**src/rtl/wdt_pkg.sv**
```systemverilog
// Shared types and constants for the multi-channel watchdog.
package wdt_pkg;

    typedef enum logic [1:0] {
        IDLE = 2'd0,
        RUN  = 2'd1,
        WARN = 2'd2,
        BITE = 2'd3
    } wdt_state_e;

    localparam logic [1:0] WR_SEL_CTRL    = 2'd0;
    localparam logic [1:0] WR_SEL_TIMEOUT = 2'd1;
    localparam logic [1:0] WR_SEL_WINDOW  = 2'd2;
    localparam logic [1:0] WR_SEL_KICK    = 2'd3;

    localparam int CTRL_EN   = 0;
    localparam int CTRL_WIN  = 1;
    localparam int CTRL_LOCK = 2;

endpackage

```
**src/rtl/wdt_channel.sv**
```systemverilog
// One watchdog channel: config registers, prescaler, counter and the
// IDLE/RUN/WARN/BITE state machine.
module wdt_channel
    import wdt_pkg::*;
#(
    parameter int              CNT_W       = 16,
    parameter int              PRESC       = 4,
    parameter logic [CNT_W-1:0] DEF_TIMEOUT = 16'hFFFF
) (
    input  logic             clk,
    input  logic             rst_n,
    input  logic             wr_en,
    input  logic [1:0]       wr_sel,
    input  logic [CNT_W-1:0] wr_data,
    input  logic             key_ok,
    output logic             irq,
    output logic             bite_next,
    output logic [CNT_W-1:0] cnt
);

    localparam int            PW        = (PRESC > 1) ? $clog2(PRESC) : 1;
    localparam logic [PW-1:0] PRESC_MAX = PW'(PRESC - 1);

    wdt_state_e       state_q, state_d;
    logic [CNT_W-1:0] cnt_q, cnt_d;
    logic [PW-1:0]    presc_q, presc_d;
    logic [CNT_W-1:0] timeout_q, timeout_d;
    logic [CNT_W-1:0] window_q, window_d;
    logic             win_mode_q, win_mode_d;
    logic             lock_q, lock_d;
    logic             irq_q, irq_d;

    logic ctrl_wr, timeout_wr, window_wr, kick;
    logic active, tick, expire;

    assign ctrl_wr    = wr_en && (wr_sel == WR_SEL_CTRL)    && !lock_q;
    assign timeout_wr = wr_en && (wr_sel == WR_SEL_TIMEOUT) && !lock_q;
    assign window_wr  = wr_en && (wr_sel == WR_SEL_WINDOW)  && !lock_q;
    assign kick       = wr_en && (wr_sel == WR_SEL_KICK)    && key_ok;

    assign active = (state_q == RUN) || (state_q == WARN);
    assign tick   = active && (presc_q == PRESC_MAX);
    // >= so a TIMEOUT lowered below the live count still expires instead of wrapping
    assign expire = tick && (cnt_q >= timeout_q);

    always_comb begin
        state_d    = state_q;
        cnt_d      = cnt_q;
        presc_d    = presc_q;
        irq_d      = irq_q;
        timeout_d  = timeout_q;
        window_d   = window_q;
        win_mode_d = win_mode_q;
        lock_d     = lock_q;

        if (active) begin
            presc_d = tick ? '0 : presc_q + 1'b1;
        end

        unique case (state_q)
            IDLE: begin
                if (ctrl_wr && wr_data[CTRL_EN]) begin
                    state_d = RUN;
                    cnt_d   = '0;
                    presc_d = '0;
                    irq_d   = 1'b0;
                end
            end
            RUN, WARN: begin
                if (ctrl_wr && !wr_data[CTRL_EN]) begin
                    state_d = IDLE;
                    cnt_d   = '0;
                    presc_d = '0;
                    irq_d   = 1'b0;
                end else if (kick) begin
                    if ((state_q == RUN) && win_mode_q && (cnt_q < window_q)) begin
                        state_d = BITE;
                        irq_d   = 1'b1;
                    end else begin
                        state_d = RUN;
                        cnt_d   = '0;
                        presc_d = '0;
                        irq_d   = 1'b0;
                    end
                end else if (expire) begin
                    irq_d = 1'b1;
                    if (state_q == RUN) begin
                        state_d = WARN;
                        cnt_d   = '0;
                    end else begin
                        state_d = BITE;
                    end
                end else if (tick) begin
                    cnt_d = cnt_q + 1'b1;
                end
            end
            BITE: begin
            end
        endcase

        if (ctrl_wr) begin
            win_mode_d = wr_data[CTRL_WIN];
            lock_d     = wr_data[CTRL_LOCK];
        end
        if (timeout_wr) begin
            timeout_d = wr_data;
        end
        if (window_wr) begin
            window_d = wr_data;
        end
    end

    always_ff @(posedge clk or negedge rst_n) begin
        if (!rst_n) begin
            state_q    <= IDLE;
            cnt_q      <= '0;
            presc_q    <= '0;
            timeout_q  <= DEF_TIMEOUT;
            window_q   <= '0;
            win_mode_q <= 1'b0;
            lock_q     <= 1'b0;
            irq_q      <= 1'b0;
        end else begin
            state_q    <= state_d;
            cnt_q      <= cnt_d;
            presc_q    <= presc_d;
            timeout_q  <= timeout_d;
            window_q   <= window_d;
            win_mode_q <= win_mode_d;
            lock_q     <= lock_d;
            irq_q      <= irq_d;
        end
    end

    // Lets the top register wto_rst on the same edge the channel bites.
    assign bite_next = (state_d == BITE);
    assign irq       = irq_q;
    assign cnt       = cnt_q;

endmodule

```
**src/rtl/wdt_multi_channel.sv**
```systemverilog
// NUM_CH independent watchdog channels with shared write decode, shared kick-key
// compare and a sticky OR-reduced reset request.
module wdt_multi_channel
    import wdt_pkg::*;
#(
    parameter int               NUM_CH      = 4,
    parameter int               CNT_W       = 16,
    parameter int               PRESC       = 4,
    parameter logic [CNT_W-1:0] DEF_TIMEOUT = 16'hFFFF,
    parameter logic [31:0]      KICK_KEY    = 32'h5A5A_A5A5,
    localparam int              CH_W        = (NUM_CH > 1) ? $clog2(NUM_CH) : 1
) (
    input  logic                    wdt_clk,
    input  logic                    wdt_rst_n,
    input  logic                    wr_en,
    input  logic [CH_W-1:0]         wr_ch,
    input  logic [1:0]              wr_sel,
    input  logic [31:0]             wr_data,
    output logic [NUM_CH-1:0]       wto_irq,
    output logic                    wto_rst,
    output logic [NUM_CH*CNT_W-1:0] ch_cnt
);

    logic              key_ok;
    logic [NUM_CH-1:0] bite_next;
    logic              wto_rst_q, wto_rst_d;

    assign key_ok = (wr_data == KICK_KEY);

    for (genvar gi = 0; gi < NUM_CH; gi++) begin : g_ch
        logic ch_wr;
        // Channel indices at or above NUM_CH never match, so such writes drop out here.
        assign ch_wr = wr_en && (wr_ch == CH_W'(gi));

        wdt_channel #(
            .CNT_W       (CNT_W),
            .PRESC       (PRESC),
            .DEF_TIMEOUT (DEF_TIMEOUT)
        ) u_channel (
            .clk       (wdt_clk),
            .rst_n     (wdt_rst_n),
            .wr_en     (ch_wr),
            .wr_sel    (wr_sel),
            .wr_data   (wr_data[CNT_W-1:0]),
            .key_ok    (key_ok),
            .irq       (wto_irq[gi]),
            .bite_next (bite_next[gi]),
            .cnt       (ch_cnt[gi*CNT_W +: CNT_W])
        );
    end

    assign wto_rst_d = wto_rst_q | (|bite_next);

    always_ff @(posedge wdt_clk or negedge wdt_rst_n) begin
        if (!wdt_rst_n) begin
            wto_rst_q <= 1'b0;
        end else begin
            wto_rst_q <= wto_rst_d;
        end
    end

    assign wto_rst = wto_rst_q;

endmodule
```
**config.mk**
```make
export PLATFORM = sky130hd
export DESIGN_NAME = wdt_multi_channel
export DESIGN_NICKNAME = d
export VERILOG_FILES = /design/src/rtl/wdt_pkg.sv /design/src/rtl/wdt_channel.sv /design/src/rtl/wdt_multi_channel.sv
export SDC_FILE = /design/constraint.sdc
export NUM_CORES = 1
export LEC_CHECK = 0
export BUFFER_PORTS_ARGS = -buffer_cell sky130_fd_sc_hd__buf_2
export CORE_MARGIN = 5
export CORE_UTILIZATION = 25
export CTS_CLUSTER_DIAMETER = 100
export CTS_CLUSTER_SIZE = 30
export DETAILED_ROUTE_END_ITERATION = 8
export GPL_ROUTABILITY_DRIVEN = 1
export HOLD_SLACK_MARGIN = 0.15
export PLACE_DENSITY_LB_ADDON = 0.12
export SLEW_MARGIN = 20
export SYNTH_ARGS = -nofsm -noshare
export SYNTH_HDL_FRONTEND = slang
export SYNTH_SLANG_ARGS = --single-unit
export TNS_END_PERCENT = 5
```
**constraint.sdc**
```tcl
create_clock -name wdt_clk -period 3.8 [get_ports wdt_clk]
set_input_delay 0.57 -clock wdt_clk [delete_from_list [all_inputs] [get_ports wdt_clk]]
set_output_delay 0.57 -clock wdt_clk [all_outputs]
set_load 0.005 [all_outputs]
```
# Word-level counts from Yosys, hierarchy flattened
# Index checks and enable logic that the tools add are counted.
[word_totals]
register_bits = 221
latch_bits = 0
ramBits = 0
mem_bits_ro = 0
inputBits = 39
n_memories = 0
[classes]
n_addsub = 8
multipliers = 0
div_mod_pow = 0
n_lt_le_gt_ge = 8
n_eq_ne = 43
shifts = 0
mux = 112
bitwise = 1
reduce_logical = 92
[op_table]
columns = ["cell", "n"]
rows = [
  ["2-to-1 mux 16 bit", 28],
  ["case mux 16 bit (2 select lines)", 4],
  ["2-to-1 mux 2 bit", 44],
  ["adder 16 x 1 -> 16 bit, second input constant", 4],
  ["greater-or-equal comparator 16 bit", 4],
  ["less-than comparator 16 bit", 4],
  ["logical AND 1 bit", 60],
  ["== test 2 bit, second input constant", 16],
  ["== test 32 x 31 -> 1 bit, second input constant", 1],
  ["case mux 2 bit (2 select lines)", 8],
  ["2-to-1 mux 1 bit", 24],
  ["inequality test 5 x 1 -> 1 bit, second input constant", 4],
  ["inequality test 5 x 4 -> 1 bit, second input constant", 4],
  ["AND reduction 5 bit", 4],
  ["inequality test 4 x 1 -> 1 bit, second input constant", 4],
  ["inequality test 4 bit, second input constant", 4],
  ["== test 2 x 1 -> 1 bit, second input constant", 6],
  ["logical NOT 2 bit", 6],
  ["AND reduction 3 bit", 4],
  ["adder 2 x 1 -> 2 bit, second input constant", 4],
  ["inequality test 2 x 1 -> 1 bit, second input constant", 4],
  ["case mux 1 bit (2 select lines)", 4],
  ["nonzero test 2 bit", 4],
  ["OR reduction 2 bit", 4],
  ["other kinds (4)", 11],
]

# Logic depth before layout (Yosys ltp)
# Gate-level depths: netlist of run 1.
[logic_depth]
depth_word = 11
depth_mapped = 13

# Hierarchy
# Synthesis of run 1 repeated with hierarchy kept, for this count alone.
[hier_totals]
cells_unflattened = 1488
area_unflattened_um2 = 13774.5
[modules_own_cells]
columns = ["mod", "instances", "cells_each", "area_each_um2"]
rows = [
  ["wdt_channel (g_ch[0].u_channel ...)", 2, 360, 3358.2],
  ["wdt_channel (g_ch[1].u_channel)", 1, 388, 3514.6],
  ["wdt_channel (g_ch[3].u_channel)", 1, 360, 3369.5],
  ["wdt_multi_channel", 1, 20, 173.9],
]

# Worst setup path before layout of run 1
# Ideal clock, no wire load.
[synth_path]
path_kind = "reg-to-reg"
start = "reg g_ch[3].u_channel.cnt_q[0]"
end = "reg g_ch[3].u_channel.cnt_q[15]"
setup_ns = 0.123
arrival_time_ns = 2.794
required_time_ns = 3.677
setup_slack_ns = 0.883
path_stages_with_launch = 13
n_path_buf = 1
synth_period_minus_slack_ns = 2.917
path_cell_list = "dfrtp_1 -> inv_1 -> ha_1 -> nand2b_1 -> a2111o_1 -> a31oi_1 -> o21ai_0 -> a211o_1 -> a21o_1 -> clkbuf_1 -> nor4_2 -> nand3_1 -> mux2i_1"
[synth_via]
elab_chain_cells = 6
elab_cells_between_ends = 14
classes_between = "add/sub (1); order compare (2); eq/ne (3); mux (5); reduce/logical (3)"
[synth_lines]
columns = ["element", "line_no", "text"]
rows = [
  ["from (decl)", "wdt_channel.sv:25", "logic [CNT_W-1:0] cnt_q, cnt_d;"],
  ["from (signal assigned)", "wdt_channel.sv:125", "cnt_q <= cnt_d;"],
  ["adder 16 x 1 -> 16 bit or greater-or-equal comparator 16 bit (tied branches)", "wdt_channel.sv:94, wdt_channel.sv:44", ""],
  ["2-to-1 mux 16 bit or logical AND 1 bit (tied branches)", "wdt_channel.sv:93, wdt_channel.sv:44", ""],
  ["2-to-1 mux 16 bit", "wdt_channel.sv:85", "end else if (expire) begin"],
  ["2-to-1 mux 16 bit", "wdt_channel.sv:75", "end else if (kick) begin"],
  ["2-to-1 mux 16 bit", "wdt_channel.sv:70", "if (ctrl_wr && !wr_data[CTRL_EN]) begin"],
  ["case mux 16 bit (2 select lines)", "wdt_channel.sv:60", "unique case (state_q)"],
]
# Several ways; a longest one is shown, not always the timed one. The select of a mux whose other input is x is not followed.
# A chain may end at the register's enable or synchronous reset.

# Final worst setup path of run 1
[layout_path]
start = "reg g_ch[3].u_channel.timeout_q[0]"
end = "reg g_ch[3].u_channel.cnt_q[9]"
[layout_via]
elab_chain_cells = 6
elab_cells_between_ends = 9
classes_between = "order compare (1); eq/ne (2); mux (4); reduce/logical (2)"
[layout_lines]
columns = ["element", "line_no", "text"]
rows = [
  ["from (decl)", "wdt_channel.sv:27", "logic [CNT_W-1:0] timeout_q, timeout_d;"],
  ["from (signal assigned)", "wdt_channel.sv:127", "timeout_q <= timeout_d;"],
  ["greater-or-equal comparator 16 bit *", "wdt_channel.sv:44", "assign expire = tick && (cnt_q >= timeout_q);"],
  ["logical AND 1 bit *", "wdt_channel.sv:44", ""],
  ["2-to-1 mux 16 bit", "wdt_channel.sv:85", ""],
  ["2-to-1 mux 16 bit", "wdt_channel.sv:75", ""],
  ["2-to-1 mux 16 bit", "wdt_channel.sv:70", ""],
  ["case mux 16 bit (2 select lines)", "wdt_channel.sv:60", ""],
]
# Mark *: on every way between the ends. The rest lies on a longest branch, timed or not.

==> results.tsv, run 1 <==
stage	metric	value	unit
synth	synth_area_leaders	dfrtp_1 (29%), ha_1 (13%), dfstp_2 (13%), mux2_2 (8.5%), inv_1 (4.2%)	
cells_and_area	drive_gt1_share	24.35	%
synth	yosysTopAreaCell	dfrtp_1	
placement	io_buffers	107	
global_route	grt_util_all_layers	13.84	%
sta	tns	0	ns
floorplan	die_area	58490	sq um
clock_tree	clk_latency	0.51	ns
global_route	antenna_found_initial	5	
synth	synth_area	13440	sq um
cells_and_area	fillerInstances	5603	
clock_tree	cts_buffer_depth	3	
global_route	grt_pass1_vias	10380	
drt	drt_first_pass_iters	4	
cells_and_area	finalNetCount	1703	
sta	slew_viol_final	0	
synth	synth-seq-area-share	41.75	%
clock_tree	cts-buffers-inserted	15	
power_and_ir_drop	powerDensity	457.8	nW/um^2
placement	dp_hpwl	30.40	mm
status	status	finished clean	
sta	max_slew.worst_pin.slew	0.9413	ns
clock_tree	clkTransAtPathRegs	0.11	ns
sta	fmax	296.6	MHz
sta	setup_slack	0.4284	ns
sta	rsz0062_at_grt	no	
sta	hold-worst-slack	0.1101	ns
sta	fin_skew	0.03051	ns
global_route	grt_max_degree	104	
synth	syn-num-nets	1580	
drt	avgRoutedWirePerCell	18.48	microns
synth	synth_top_flop_cell	dfrtp_1	
clock_tree	cts-root-buf	clkbuf_16	
sta	slew_headroom	37.25	%
floorplan	rows	85	
clock_tree	cts_tree	yes	
power_and_ir_drop	p_total	0.007109	W
setup_path	crit_arrival	3.77	ns
floorplan	die_h	241.8	microns
synth	avgSynthCellArea	9.619	sq um
floorplan	ios	108	
floorplan	core_area	53500	sq um
setup_path	worstPathRequired	4.19	ns
cells_and_area	final_util	29.03	%
clock_tree	cts_resized	0	
placement	gp_congestion	0.7759	
floorplan	fp.dieW	241.8	microns
power_and_ir_drop	ir_worst_vdd	0.0002193	V
sta	setup_viol	0	
cells_and_area	syn2layout_area_growth	15.57	%
sta	hold_viol_final	0	
setup_path	end_kind	flop	
hold_path	hold_class	in -> async	
drt	first_iter_violations	575	
clock_tree	post_cts_buffers	0	
placement	dp_slack	0.07931	ns
setup_path	cp_max_fo	10	
setup_path	critPathLaunchType	flop	
synth	post_synth_inst_count	1397	
drt	num_vias	10300	
job	cap_violations	0	
clock_tree	cts_num_sinks	221	
synth	yosys_warnings	0	
drt	drc	0	
synth	synth_enable_flop_cells	0	
clock_tree	cts_hold_buf	0	
global_route	grt_first_pass_wirelength	64.34	mm
synth	yosysTopAreaCellShare	29.24	%
power_and_ir_drop	p_leak	7.418	nW
drt	wirelength	41.13	mm
floorplan	start_util	25.12	%
synth	ys_ff_latch	221	
synth	synth-async-reset-ratio	100.0	%
synth	ys_types	76	
clock_tree	cts.htree.levels	1	
drt	antenna_left	0	
setup_path	path_class	reg -> reg	
global_route	overflow	0	
sta	min_period	3.372	ns
sta	post-route-period-util	88.73	%
setup_path	r2r_setup_slack	0.43	ns
drt	viasPerCell	4.626	
-- routing by layer --
metal / wire length (microns) / track usage [%] / vias to the layer above
met5: 0 / 0 / -
met4: 632 / 2.501 / 0
li1: - / - / 5164
met1: 21540 / 20.78 / 4963
met3: 1191 / 1.701 / 33
met2: 17760 / 21.62 / 138
-- sequential cells by signal, indices dropped and copies added (netlist names) --
signal and cells:
g_ch.u_channel.window_q 64, g_ch.u_channel.irq 4, g_ch.u_channel.win_mode_q 4, wto_rst 1, g_ch.u_channel.timeout_q 64, g_ch.u_channel.lock_q 4, g_ch.u_channel.presc_q 8, g_ch.u_channel.cnt 64
g_ch.u_channel.state_q 8
-- report_power, final --
group | switching [W] | internal [W]
sequential | 0.000258 | 0.00292
clock | 0.000977 | 0.000881
combinational | 0.00118 | 0.000890
total | 0.00242 | 0.00469
-- critical path, stage by stage, from the launching register on --
cell and delay (ns):
dfstp_2 0.55, ha_1 0.21, nand2b_1 0.16, a2111o_1 0.41, a31oi_1 0.36, o21ai_0 0.17, a211o_1 0.31, a21o_1 0.32
buf_4 0.23, or2_0 0.23, o31ai_1 0.31
-- layout by cell type, fill, tap and decap left out, types with 27 or more instances in the layout --
master / n
dfrtp_1: 157
a21oi_1: 70
and3_1: 30
buf_4: 51
o21ai_1: 47
nand3_1: 31
nor2_1: 78
nand2_1: 127
o31ai_1: 27
buf_2: 106
ha_1: 144
o21ai_0: 106
dfstp_2: 64
mux2_2: 101
inv_1: 149
-- final timing paths --
kind	from	depth (start not counted)	end
worst min-delay path	wdt_rst_n	1	g_ch[2].u_channel.cnt[5]
min in group wdt_clk	wr_data[14]	3	g_ch[3].u_channel.timeout_q[14]
worst min register to register	g_ch[1].u_channel.lock_q	1	g_ch[1].u_channel.lock_q
worst max-delay path	g_ch[3].u_channel.timeout_q[0]	10	g_ch[3].u_channel.cnt[9]
worst max register to register	g_ch[3].u_channel.timeout_q[0]	10	g_ch[3].u_channel.cnt[9]
max in group asynchronous	wdt_rst_n	2	g_ch[2].u_channel.timeout_q[14]
-- cell usage after synthesis, types with 14 or more instances --
| library cell | count |
|---|---|
| nand3_1 | 31 |
| ha_1 | 144 |
| o21ai_1 | 47 |
| clkbuf_1 | 33 |
| nand2_1 | 127 |
| o31ai_1 | 28 |
| a21oi_1 | 70 |
| mux2_2 | 101 |
| and3_1 | 30 |
| nand4_1 | 14 |
| o21ai_0 | 106 |
| nor2b_1 | 14 |
| nand2b_1 | 23 |
| dfstp_2 | 64 |
| inv_1 | 149 |
| dfrtp_1 | 157 |
| nor2_1 | 78 |
-- cell families (layout without fill, tap and decap cells) --
kind of cell,count (synthesis),after routing,share of synthesized area [%]
compound gates,343,343,15.50
flops,221,221,41.75
buf+inv,203,334,6.154
mux,104,104,8.687
other cells,0,2,0
xor+xnor,2,2,0.1304
simple gates,380,380,14.37
fa+ha+maj,144,144,13.41
-- per-stage QoR --
| stage | instances | instance area (sq um) |
|---|---|---|
| floorplan | 1397 | 13440 |
| global placement | 2199 | 15000 |
| detailed placement | 2199 | 15000 |
| CTS | 2224 | 15520 |
| global route | 2224 | 15520 |
| finish | 2226 | 15530 |
-- final cells by class --
type / count / area, sq um / area share, %
Clock inverter: 8 / 113.9 / 0.7332
Inverter: 150 / 563.0 / 3.626
Antenna cell: 2 / 5.005 / 0.03223
Sequential cell: 221 / 5610 / 36.13
Timing Repair Buffer: 159 / 948.4 / 6.107
Clock buffer: 17 / 402.9 / 2.594
Tap cell: 696 / 870.8 / 5.607
Multi-Input combinational cell: 973 / 7015 / 45.17
No activity file was read; power rests on OpenSTA's default activity.
==> run 2, diff against run 1 <==
--- a/config.mk
+++ b/config.mk
@@ -13,7 +13,7 @@
 export DETAILED_ROUTE_END_ITERATION = 8
 export GPL_ROUTABILITY_DRIVEN = 1
 export HOLD_SLACK_MARGIN = 0.15
-export PLACE_DENSITY_LB_ADDON = 0.12
+export PLACE_DENSITY = 0.45
 export SLEW_MARGIN = 20
 export SYNTH_ARGS = -nofsm -noshare
 export SYNTH_HDL_FRONTEND = slang
==> constraint.sdc (replaced) <==
create_clock -name wdt_clk -period 2.9 [get_ports wdt_clk]
set_input_delay 0.435 -clock wdt_clk [delete_from_list [all_inputs] [get_ports wdt_clk]]
set_output_delay 0.435 -clock wdt_clk [all_outputs]
set_load 0.005 [all_outputs]
==> run 2 against run 1 <==
The run now ends with negative setup slack left. Utilization up 1.9 points. Via count up 5.8%. Combinational power rose by 51%. Wire length rose by 1.6%. Final area increased by 6.4%. Worst hold slack gained 0.24 ns. First-iteration DRC count up 1.4%. Fmax increased by 16%. Sequential share of layout area shrank 2.2 points. Clock power rose by 31%. Count of clock-buffer cells in the layout is the same. Critical path type unchanged.
==> results.tsv, run 2 (synthesis gave the netlist of run 1 again) <==
stage	metric	value	unit	change
power_and_ir_drop	cell_internal_pwr	0.006379	W	+36%
clock_tree	cts.htree.levels	1		unchanged
setup_path	crit_chain	inv_1 > ha_1 > o21ai_1 > a21oi_1 > o311a_1 > o41ai_2 > buf_4 > nor2_1 > or3_4 > or2_4 > buf_12 > o31ai_2		
status	status	finished with violations		
sta	slew_viol_final	0		unchanged
global_route	grt_pass1_vias	10980		+5.8%
placement	io_buffers	107		unchanged
setup_path	crit_slowest_cell	dfstp_2		
sta	setup_viol	2		+2
hold_path	min_path_cells	4		
drt	drt_first_pass_iters	5		+1
floorplan	rows	85		unchanged
job	cap_violations	0		unchanged
hold_path	hold_class	in -> reg		
sta	fmax	344.5	MHz	+16%
sta	tns	-0.003116	ns	-0.003116 ns
status	violations	negative setup slack		
global_route	busiest_layer	met2		
sta	min_period	2.903	ns	-0.4688 ns
drt	first_iter_violations	583		+1.4%
setup_path	rr_worst_depth	12		+2
setup_path	r2r-end	g_ch[1].u_channel.cnt[9]		
sta	hold-worst-slack	0.3464	ns	+0.2363 ns
global_route	overflow	0		unchanged
setup_path	end_kind	flop		
setup_path	r2r_start	g_ch[1].u_channel.timeout_q[1]		
power_and_ir_drop	powerDensity	585.5	nW/um^2	+28%
clock_tree	clk_latency	0.51	ns	about the same
setup_path	cp_max_fo	14		+4
power_and_ir_drop	seqPwrFrac	42.6	%	-2.1 points
cells_and_area	drive_gt1_share	30.86	%	+6.5 points
clock_tree	cts_buffer_depth	3		unchanged
sta	fin_skew	0.02553	ns	-0.004980 ns
power_and_ir_drop	p_leak	8.006	nW	+7.9%
global_route	antenna_found_initial	2		-3
sta	slew_headroom	48.92	%	+12 points
sta	rsz0062_at_grt	yes		
hold_path	min-delay-start	wr_data[12]		
placement	gp_congestion	0.8349		+7.6%
setup_path	r2r_setup_slack	-0.003	ns	-0.43 ns
drt	antenna_left	0		unchanged
cells_and_area	regArea	5610	sq um	unchanged
cells_and_area	fillerInstances	5593		-0.18%
cells_and_area	final_common_cell	dfrtp_1		
power_and_ir_drop	p_switching	0.003299	W	+36%
drt	wirelength	41.80	mm	+1.6%
cells_and_area	finalNetCount	1805		+6.0%
sta	max_slew.worst_pin.slew	0.7661	ns	-0.1752 ns
setup_path	path_buf_inv	3		+2
global_route	grt_first_pass_wirelength	64.73	mm	+0.61%
clock_tree	cts_num_sinks	221		unchanged
drt	avgRoutedWirePerCell	17.95	microns	-2.8%
setup_path	path_class	reg -> reg		
floorplan	core_area	53500	sq um	unchanged
cells_and_area	syn2layout_area_growth	23.00	%	
cells_and_area	most-common-layout-cells	dfrtp_1 (157), inv_1 (149), buf_4 (148)		
setup_path	cp_num_cells	12		+2
power_and_ir_drop	switching_share	34.09	%	+0.064 points
power_and_ir_drop	clockPowerShare	25.2	%	-0.9 points
placement	post_dp_cell_area	15780	sq um	+5.2%
setup_path	worstPathRequired	3.31	ns	-0.88 ns
power_and_ir_drop	comb_power_share	32.2	%	+3.0 points
sta	post-route-period-util	100.1	%	+11 points
drt	drc	0		unchanged
global_route	grt_max_degree	89		-14%
global_route	grt.met3_usage	1.723	%	+0.022 points
floorplan	die_h	241.8	microns	unchanged
setup_path	critPathLaunchType	flop		
floorplan	start_util	25.12	%	unchanged
power_and_ir_drop	ir_worst_vdd	0.0003224	V	+47%
placement	dp_hpwl	31.22	mm	+2.7%
clock_tree	cts_tree	yes		
global_route	grt_use_met2	21.80	%	+0.17 points
floorplan	ios	108		unchanged
clock_tree	clkTransAtPathRegs	0.10	ns	about the same
setup_path	max_stage_delay	0.53	ns	-0.02 ns
clock_tree	cts-root-buf	clkbuf_16		
hold_path	hold_end	g_ch[3].u_channel.timeout_q[12]		
cells_and_area	post-route-cell-area	16530	sq um	+6.4%
drt	viasPerCell	4.682		+1.2%
sta	hold_viol_final	0		unchanged
clock_tree	cts-buffers-inserted	15		unchanged
drt	num_vias	10900		+5.8%
cells_and_area	multi_input_area	7208	sq um	+2.7%
sta	setup_slack	-0.002809	ns	-0.4312 ns
floorplan	die_area	58490	sq um	unchanged
global_route	grt_util_all_layers	13.83	%	about the same
floorplan	fp.dieW	241.8	microns	unchanged
setup_path	crit_arrival	3.32	ns	-0.45 ns
setup_path	critical_path.top_delay_family	compound AO/OA/AOI/OAI gates		
global_route	globalRouteMet1Util	20.63	%	-0.15 points
-- run 2: cell types whose count changed in the layout (fill, tap and decap cells not counted), moves of 3 or more --
cell       delta
buf_4        +97
o31ai_1       -8
o31ai_2       +8
o21ai_0       -7
a2111oi_0     -4
o21ai_2       +4
o21ai_1       +3
or2_4         +3
-- run 2: per-stage QoR --
stage	setup WS [ns]	cells	power (W)	utilization, %
final	-0.002809	2328	0.009678	30.90
after global routing	-0.1622	2326	0.01043	30.89
after CTS	-0.04523	2325	0.009766	30.64
after detailed placement	-0.2094	2299	0.007201	29.50
after global placement	-0.1870	2299	0.007102	29.50
after floorplan	-0.008874	1397	0.006091	-
-- run 2: how the worst max path moves through the flow --
stage	from	endpoint
floorplan	g_ch[1].u_channel.timeout_q[1]	g_ch[1].u_channel.cnt[4]
global placement	g_ch[2].u_channel.timeout_q[0]	g_ch[2].u_channel.cnt[13]
detailed placement	g_ch[2].u_channel.timeout_q[0]	g_ch[2].u_channel.cnt[6]
CTS	g_ch[3].u_channel.timeout_q[0]	g_ch[3].u_channel.cnt[9]
global route	g_ch[1].u_channel.timeout_q[5]	g_ch[1].u_channel.cnt[9]
finish	g_ch[1].u_channel.timeout_q[1]	g_ch[1].u_channel.cnt[9]
-- run 2: area by class of cell --
cell class / instances / area share (%)
Timing Repair Buffer: 260 / 10.51
Tap cell: 696 / 5.269
Sequential cell: 221 / 33.94
Clock inverter: 8 / 0.8478
Antenna cell: 2 / 0.03028
Clock buffer: 17 / 2.377
Multi-Input combinational cell: 974 / 43.61
Inverter: 150 / 3.407
-- run 2: metal layers --
metal / share of wire (%) / wire [microns]
met1: 52 / 21580
met2: 44 / 18220
met3: 3.1 / 1283
met4: 1.7 / 697
met5: 0.031 / 13
-- run 2: worst min-delay path: stages --
cell and delay (ns):
buf_2 0.10, buf_4 0.17, nand2_1 0.06, o21ai_0 0.07
-- run 2: power groups by stage --
stage          Clock [W]  Combinational [W]  Sequential [W]
4_1_cts          0.00256            0.00308         0.00413
6_report         0.00244            0.00312         0.00412
2_1_floorplan          0            0.00196         0.00413
5_1_grt          0.00266            0.00357         0.00420
3_5_place_dp           0            0.00302         0.00418
3_3_place_gp           0            0.00294         0.00417
-- run 2: timing repair --
item	CTS	global route
gates resized for setup	13	37
hold buffers	1	0
setup endpoints to repair	43	58
cloned	0	1
endpoints found under the hold margin	59	0
setup buffers	0	0
pin swaps	3	7
